**config.mk**
```make
export PLATFORM = sky130hd
export DESIGN_NAME = song_sequencer_flat
export DESIGN_NICKNAME = d
export VERILOG_FILES = /design/src/rtl/song_sequencer_if.sv /design/src/rtl/song_sequencer.sv /design/src/flat_wrapper.sv
export SDC_FILE = /design/constraint.sdc
export NUM_CORES = 1
export LEC_CHECK = 0
export CAP_MARGIN = 20
export CORE_ASPECT_RATIO = 0.6
export CORE_MARGIN = 5
export CORE_UTILIZATION = 46
export CTS_CLUSTER_SIZE = 40
export DETAILED_ROUTE_END_ITERATION = 7
export PLACE_DENSITY_LB_ADDON = 0.3
export SYNTH_ARGS = -nofsm -noshare
export SYNTH_HDL_FRONTEND = slang
export SYNTH_SLANG_ARGS = --single-unit
```
**constraint.sdc**
```tcl
create_clock -name clk -period 2.2 [get_ports clk]
set_input_delay 0.55 -clock clk [delete_from_list [all_inputs] [get_ports clk]]
set_output_delay 0.55 -clock clk [all_outputs]
set_load 0.005 [all_outputs]
```
**src/rtl/song_sequencer_if.sv**
```systemverilog
// Connection bundle between song_sequencer, the play/song-select logic,
// the synchronous song ROM and note_player.
interface song_sequencer_if #(
  parameter int NOTE_BITS = 5,
  parameter int SONG_BITS = 2
);
  logic                           play;
  logic [SONG_BITS-1:0]           song;
  logic                           new_song;
  logic                           note_done;
  logic [SONG_BITS+NOTE_BITS-1:0] rom_addr;
  logic [11:0]                    rom_data;
  logic [5:0]                     note_to_load;
  logic [5:0]                     duration_to_load;
  logic                           load_new_note;
  logic                           song_done;
  logic                           busy;

  // master: the sequencer itself; slave: everything around it
  modport master (
    input  play, song, new_song, note_done, rom_data,
    output rom_addr, note_to_load, duration_to_load, load_new_note, song_done, busy
  );

  modport slave (
    output play, song, new_song, note_done, rom_data,
    input  rom_addr, note_to_load, duration_to_load, load_new_note, song_done, busy
  );
endinterface

```
**src/rtl/song_sequencer.sv**
```systemverilog
// Walks note_player through one song of a synchronous song ROM, one
// {note, duration} word per note, stopping at an end marker or the last slot.
module song_sequencer #(
  parameter int NOTE_BITS = 5,
  parameter int SONG_BITS = 2
) (
  input  logic              clk,
  input  logic              reset,
  song_sequencer_if.master  bus
);

  typedef enum logic [2:0] {
    IDLE,
    FETCH,
    WAIT_ROM,
    LOAD,
    PLAYING
  } state_t;

  localparam logic [NOTE_BITS-1:0] LAST_IDX = '1;

  state_t               state_reg;
  logic [SONG_BITS-1:0] song_reg;
  logic [NOTE_BITS-1:0] note_idx_reg;
  logic [5:0]           note_reg;
  logic [5:0]           duration_reg;
  logic                 load_reg;
  logic                 song_done_reg;
  logic                 pending_reg;
  logic                 stale_reg;

  always_ff @(posedge clk or negedge reset) begin
    if (!reset) begin
      state_reg     <= IDLE;
      song_reg      <= '0;
      note_idx_reg  <= '0;
      note_reg      <= '0;
      duration_reg  <= '0;
      load_reg      <= 1'b0;
      song_done_reg <= 1'b0;
      pending_reg   <= 1'b0;
      stale_reg     <= 1'b0;
    end else begin
      song_done_reg <= 1'b0;
      if (bus.new_song) begin
        song_reg     <= bus.song;
        note_idx_reg <= '0;
        pending_reg  <= 1'b0;
        stale_reg    <= 1'b0;
        load_reg     <= 1'b0;
        state_reg    <= FETCH;
      end else if (state_reg != IDLE && !bus.play) begin
        // Paused: hold everything, remember a finished note and a stale ROM word
        if (bus.note_done)
          pending_reg <= 1'b1;
        if (state_reg == WAIT_ROM)
          stale_reg <= 1'b1;
      end else begin
        case (state_reg)
          IDLE: begin
            state_reg <= IDLE;
          end
          FETCH: begin
            state_reg <= WAIT_ROM;
          end
          WAIT_ROM: begin
            if (stale_reg) begin
              stale_reg <= 1'b0;
              state_reg <= FETCH;
            end else begin
              note_reg     <= bus.rom_data[11:6];
              duration_reg <= bus.rom_data[5:0];
              if (bus.rom_data[5:0] == 6'd0) begin
                song_done_reg <= 1'b1;
                note_idx_reg  <= '0;
                state_reg     <= IDLE;
              end else begin
                load_reg  <= 1'b1;
                state_reg <= LOAD;
              end
            end
          end
          LOAD: begin
            load_reg  <= 1'b0;
            state_reg <= PLAYING;
          end
          PLAYING: begin
            if (bus.note_done || pending_reg) begin
              pending_reg <= 1'b0;
              if (note_idx_reg == LAST_IDX) begin
                song_done_reg <= 1'b1;
                note_idx_reg  <= '0;
                state_reg     <= IDLE;
              end else begin
                note_idx_reg <= note_idx_reg + 1'b1;
                state_reg    <= FETCH;
              end
            end
          end
          default: begin
            state_reg <= IDLE;
          end
        endcase
      end
    end
  end

  assign bus.rom_addr         = {song_reg, note_idx_reg};
  assign bus.note_to_load     = note_reg;
  assign bus.duration_to_load = duration_reg;
  // The load pulse stays armed through a pause in LOAD and shows once play returns
  assign bus.load_new_note    = load_reg & bus.play;
  assign bus.song_done        = song_done_reg;
  assign bus.busy             = (state_reg != IDLE);

endmodule

```
**src/flat_wrapper.sv**
```systemverilog
// flat-port wrapper written by rule: the top's interface ports become plain ports
module song_sequencer_flat 
#(
  parameter int NOTE_BITS = 5,
  parameter int SONG_BITS = 2
)
  (clk, reset, bus_play, bus_song, bus_new_song, bus_note_done, bus_rom_data, bus_rom_addr, bus_note_to_load, bus_duration_to_load, bus_load_new_note, bus_song_done, bus_busy);
  song_sequencer_if #(.NOTE_BITS(NOTE_BITS), .SONG_BITS(SONG_BITS)) bus_i ();
  input  logic clk;
  input  logic reset;
  input wire logic [$bits(bus_i.play)-1:0] bus_play;
  input wire logic [$bits(bus_i.song)-1:0] bus_song;
  input wire logic [$bits(bus_i.new_song)-1:0] bus_new_song;
  input wire logic [$bits(bus_i.note_done)-1:0] bus_note_done;
  input wire logic [$bits(bus_i.rom_data)-1:0] bus_rom_data;
  output wire logic [$bits(bus_i.rom_addr)-1:0] bus_rom_addr;
  output wire logic [$bits(bus_i.note_to_load)-1:0] bus_note_to_load;
  output wire logic [$bits(bus_i.duration_to_load)-1:0] bus_duration_to_load;
  output wire logic [$bits(bus_i.load_new_note)-1:0] bus_load_new_note;
  output wire logic [$bits(bus_i.song_done)-1:0] bus_song_done;
  output wire logic [$bits(bus_i.busy)-1:0] bus_busy;
  assign bus_i.play = bus_play;
  assign bus_i.song = bus_song;
  assign bus_i.new_song = bus_new_song;
  assign bus_i.note_done = bus_note_done;
  assign bus_i.rom_data = bus_rom_data;
  assign bus_rom_addr = bus_i.rom_addr;
  assign bus_note_to_load = bus_i.note_to_load;
  assign bus_duration_to_load = bus_i.duration_to_load;
  assign bus_load_new_note = bus_i.load_new_note;
  assign bus_song_done = bus_i.song_done;
  assign bus_busy = bus_i.busy;
  song_sequencer #(.NOTE_BITS(NOTE_BITS), .SONG_BITS(SONG_BITS)) u_core (.clk(clk), .reset(reset), .bus(bus_i));
endmodule
```
## Word level (Yosys, flattened, before mapping)

Index checks and enable logic that the tools add are counted.

| storage, ports and cells | value |
|---|---|
| register bits after elaboration | 26 |
| latch bits | 0 |
| bits in writable memories | 0 |
| bits in read-only memories | 0 |
| output and inout port bits | 22 |
| memories | 0 |

| operators by class | value |
|---|---|
| add/subtract/negate cells | 1 |
| $mul | 0 |
| divide/modulo/power cells | 0 |
| order comparisons | 0 |
| equal/unequal tests | 11 |
| shift operators | 0 |
| mux-type cells | 35 |
| bitwise gates (word level) | 4 |
| reduce and logical (&&, ||, !) cells | 15 |

Operators by type and width:

| cell | count |
|---|---|
| $mux 5 | 6 |
| $mux 1 | 20 |
| $reduce_bool 3->1 | 5 |
| $mux 3 | 4 |
| $ne 3x3->1 const B | 4 |
| $pmux 3 s4 | 1 |
| $pmux 5 s2 | 1 |
| $reduce_and 4->1 | 2 |
| $eq 3x2->1 const B | 2 |
| $logic_not 6->1 | 1 |
| $add 5x1->5 const B | 1 |
| $eq 5x5->1 const B | 1 |
| $reduce_and 5->1 | 1 |
| $pmux 1 s2 | 2 |
| $eq 3x1->1 const B | 1 |
| $eq 3x3->1 const B | 1 |
| $ne 3x2->1 const B | 1 |
| $not 1->1 | 3 |
| $reduce_and 3->1 | 1 |
| $mux 2 | 1 |
| $ne 2x2->1 const B | 1 |
| $reduce_and 2->1 | 1 |
| $reduce_bool 2->1 | 1 |
| $and 1x1->1 | 1 |
| 3 further kinds | 3 |

## Logic depth before layout (Yosys ltp)

| depth | value |
|---|---|
| depth in word-level cells | 6 |
| gate-level depth with buffers | 7 |
| mapped depth without buffers | 7 |

## Worst setup path after synthesis

No wires, ideal clock.

| path | value |
|---|---|
| path type | reg2reg |
| start point | register u_core.note_idx_reg[0] |
| end point | register u_core.note_idx_reg[3] |
| setup time | 96 ps |
| arrival | 1880 ps |
| data required time | 2104 ps |
| path slack | 224 ps |
| stages on the path, launching flop included | 8 |
| buffers on the path | 0 |
| period minus slack after synthesis | 1976 ps |
| cells stage by stage | dfrtp_1 ha_1 and3_1 ha_1 nor4b_2 nand4_1 or3_1 o31ai_1 |

| between the ends | value |
|---|---|
| longest elaborated chain between the ends | 6 |
| elaborated cells between the ends (all ways) | 7 |

Ends and longest elaborated chain:

| what | line | source |
|---|---|---|
| from (decl) | song_sequencer.sv:24 | `logic [NOTE_BITS-1:0] note_idx_reg;` |
| from (signal assigned) | song_sequencer.sv:95 | `note_idx_reg <= note_idx_reg + 1'b1;` |
| $add 5x1->5 or $eq 5x5->1 (tied branches) | song_sequencer.sv:95, song_sequencer.sv:90 |  |
| $mux 5 (*) | song_sequencer.sv:90 | `if (note_idx_reg == LAST_IDX) begin` |
| $mux 5 (*) | song_sequencer.sv:88 | `if (bus.note_done \|\| pending_reg) begin` |
| $pmux 5 s2 (*) | song_sequencer.sv:59 | `case (state_reg)` |
| $mux 5 (*) | song_sequencer.sv:52 | `end else if (state_reg != IDLE && !bus.play) begin` |
| $mux 5 (*) | song_sequencer.sv:45 | `if (bus.new_song) begin` |

Mark *: on every way between the ends. The rest lies on a longest branch, timed or not. The select of a mux whose other input is x is not followed.
A chain may end at the register's enable or synchronous reset.

## Worst setup path after layout

| path | value |
|---|---|
| start point | register u_core.note_idx_reg[1] |
| end point | register u_core.note_idx_reg[3] |

The elaborated chain is that of the path after synthesis.

==> out/qor.csv <==
metric,value,unit
status,"finished, final reports clean",
nFillCells,215,
grt_pass1_vias,1116,
critical_path_buf_inv_count,0,
place.gp.congestion,0.8499,
setup_viol,0,
p_sw_share,25.29,%
core-area,0.002815,mm²
pre_cts_ws,-0.05227,ns
gr-max-usage-layer,met2,
drc,0,
worst_path_most_repeated_cell,ha_1,
io_buffers,40,
clkSinkCount,26,
ys_seq_area_share,48.87,%
pin_count,41,
ant_nets,0,
cts_tree,yes,
cts_buffers,3,
fin_crit_sh,96.02,%
drv_slew,0,
cp-end-kind,flop,
syn_area_per_cell,12.21,µm²
worstHoldPathType,reg -> reg,
syn_nets,130,
clock_power_share,21.2,%
vias,1073,
async_flop_share,100.0,%
path_cells,"ha_1, and3_1, ha_1, nor4b_4, nand4_1, or3_1, o31ai_1",
critPathLaunch,u_core.note_idx_reg[1],
pwr-share-comb,34.5,%
dp_hpwl,2432,µm
hold_depth,1,
ctsHoldBuffers,0,
avgRoutedWirePerCell,16.63,µm
synth_edf_count,0,
cp-start-kind,flop,
htreeDepth,1,
drt_first_iter_violations,74,
crit_type,reg -> reg,
syn_to_final_growth,40.13,%
p_seq_share,44.3,%
synth_cell_types,39,
fp.dieArea,0.004105,mm²
fin_skew,0.004651,ns
min_period,2.112,ns
die_y,51.67,µm
p_per_area,784.3,mW/mm²
critical-path-top-delay-family,simple AND/OR/NAND/NOR gates,
drt-pass1-iter-count,6,
routed_wl,3176,µm
whs_endpoint,u_core.bus.duration_to_load[3],
hold_viol_final,0,
grt_max_degree,27,
required,2.39,ns
placedCellCount,187,
yosys_warnings,0,
max-slew-margin-rel,70.91,%
min-delay-start,u_core.bus.duration_to_load[3],
slowest_stage,dfrtp_1,
use_met3,6.055,%
final_util,66.27,%
r2r_slack,0.09,ns
instances_no_fill,191,
worstPathMaxFanout,4,
grt_pass1_wl,5299,µm
regToRegEndpoint,u_core.note_idx_reg[3],
arrival,2.30,ns
netlist_instances,109,
rsz0062_at_grt,false,
cts_setup_buffers,0,
power_switching,370.0,µW
reg2reg_depth,7,
track_usage,16.89,%
initial_core_util,47.29,%
nets,179,
syn_area,0.001331,mm²
clkLatencyLatePin,0.27,ns
viasPerCell,5.618,
p_int,1093,µW
placementRows,15,
drive_gt1_share,22.29,%
critPathMaxStageDelay,0.42,ns
finalWorstSetupSlack,0.08757,ns
rr_startpoint,u_core.note_idx_reg[1],
ir_drop,0.5015,mV
clockRootBuffer,clkbuf_8,
global_route.usage.met1,21.53,%
grt_antenna_before_repair,0,
met2_usage,28.25,%
synth_top_flop_cell,dfrtp_1,
clkTransAtPathRegs,0.09,ns
worstMarginPinSlew,0.4363,ns
max_freq,0.4734,GHz
p_leak,0.0008098,µW
antenna_cells,0,
grt_overflow,0,
drv_cap,0,
synth_seq_cells,26,
clockBufferDepth,2,
die_w,79.45,µm
power.total,1463,µW
Yosys cell counts, types with 2 or more instances:
cell type / number / area [µm²]
a211oi_1: 4 / 30.03
mux2_2: 4 / 45.04
mux2_4: 10 / 150.1
inv_1: 2 / 7.510
a22oi_1: 2 / 15.01
dfrtp_1: 26 / 650.6
nand2_1: 5 / 18.77
o21ai_0: 5 / 25.02
nor2_1: 6 / 22.52
nor3b_1: 2 / 15.01
nor3_1: 2 / 10.01
clkbuf_1: 2 / 7.510
a21oi_1: 6 / 30.03
ha_1: 2 / 25.02
nand3_1: 3 / 15.01
buf_6: 3 / 33.78
a32oi_1: 2 / 17.52
o31ai_1: 2 / 15.01
worst max-delay path by stage:
stage                             end  slack [ns]  cells past startpoint
2_1_floorplan  u_core.note_idx_reg[3]        0.22                      7
5_1_grt        u_core.note_idx_reg[3]       0.002                      7
3_5_place_dp   u_core.note_idx_reg[2]       -0.05                      6
3_3_place_gp        bus_load_new_note      -0.009                      3
4_1_cts        u_core.note_idx_reg[3]         0.1                      7
6_report       u_core.note_idx_reg[3]        0.09                      7
final cells by class:
cell class / instances / area (µm²) / area share (%)
clock buffers: 4 / 55.05 / 2.951
well taps: 34 / 42.54 / 2.280
repair buffers: 50 / 474.2 / 25.42
inverters: 2 / 7.507 / 0.4024
flip-flops and latches: 26 / 650.6 / 34.88
multi-input cells: 75 / 635.6 / 34.07
stage by stage:
step | setup TNS [ns] | hold WS [ns] | cell area (µm²)
finish | 0 | 0.5179 | 1866
global route | 0 | 0.5469 | 1866
global placement | -0.008753 | 0.4889 | 1803
floorplan | 0 | 0.2544 | 1331
detailed placement | -0.05505 | 0.4947 | 1803
CTS | 0 | 0.5215 | 1857
kinds of logic (layout without fill, tap and decap cells):
kind of cell             after synthesis  after routing  synth area share [%]
AO/OA/AOI/OAI                         23             23                 11.00
adder cells (fa/ha/maj)                2              2                 1.879
buffers and inverters                  8             56                 4.041
flip-flops                            26             26                 48.87
multiplexers                          15             15                 15.41
AND/OR/NAND/NOR                       35             35                 18.80
timing repair:
action                     4_1_cts  5_1_grt
resized for setup                1        1
setup endpoints to repair        1        1
cloned                           0        0
pin swaps                        0        0
metal layers:
layer,vias to the layer above,wire length [µm]
li1,499,-
met1,522,1418
met2,50,1446
met3,2,292
met4,0,19
met5,-,0
power groups by stage:
stage	Sequential [µW]	Combinational [µW]	Clock, µW
3_3_place_gp	650	494	0
6_report	647	505	310
5_1_grt	665	540	340
4_1_cts	649	510	326
2_1_floorplan	657	207	0
3_5_place_dp	651	508	0
cells in the final DEF, fill, tap and decap left out:
| cell type | count |
|---|---|
| clkdlybuf4s50_1 | 39 |
| dfrtp_1 | 26 |
| mux2_4 | 10 |
| buf_4 | 10 |
| nor2_1 | 6 |
| a21oi_1 | 6 |
| nand2_1 | 5 |
| o21ai_0 | 5 |
| a211oi_1 | 4 |
| mux2_2 | 4 |
| clkbuf_8 | 4 |
| nand3_1 | 3 |
| nor4b_4 | 2 |
| a32oi_1 | 2 |
| nor3_1 | 2 |
| inv_1 | 2 |
| nor3b_1 | 2 |
| o31ai_1 | 2 |
| a22oi_1 | 2 |
| ha_1 | 2 |
| and3_1 | 1 |
| or3_4 | 1 |
| and2_1 | 1 |
| nor2b_1 | 1 |
| nor4_1 | 1 |
| or3b_1 | 1 |
| nand2b_4 | 1 |
| nand3_4 | 1 |
| nand3b_1 | 1 |
| or2_2 | 1 |
| and3b_1 | 1 |
| and4bb_2 | 1 |
| nand4_1 | 1 |
| or3_1 | 1 |
| nand2b_1 | 1 |
| o311ai_1 | 1 |
| o21ai_1 | 1 |
| mux2i_1 | 1 |
| dlygate4sd2_1 | 1 |
Note: power is estimated with default switching activity, not from simulation.
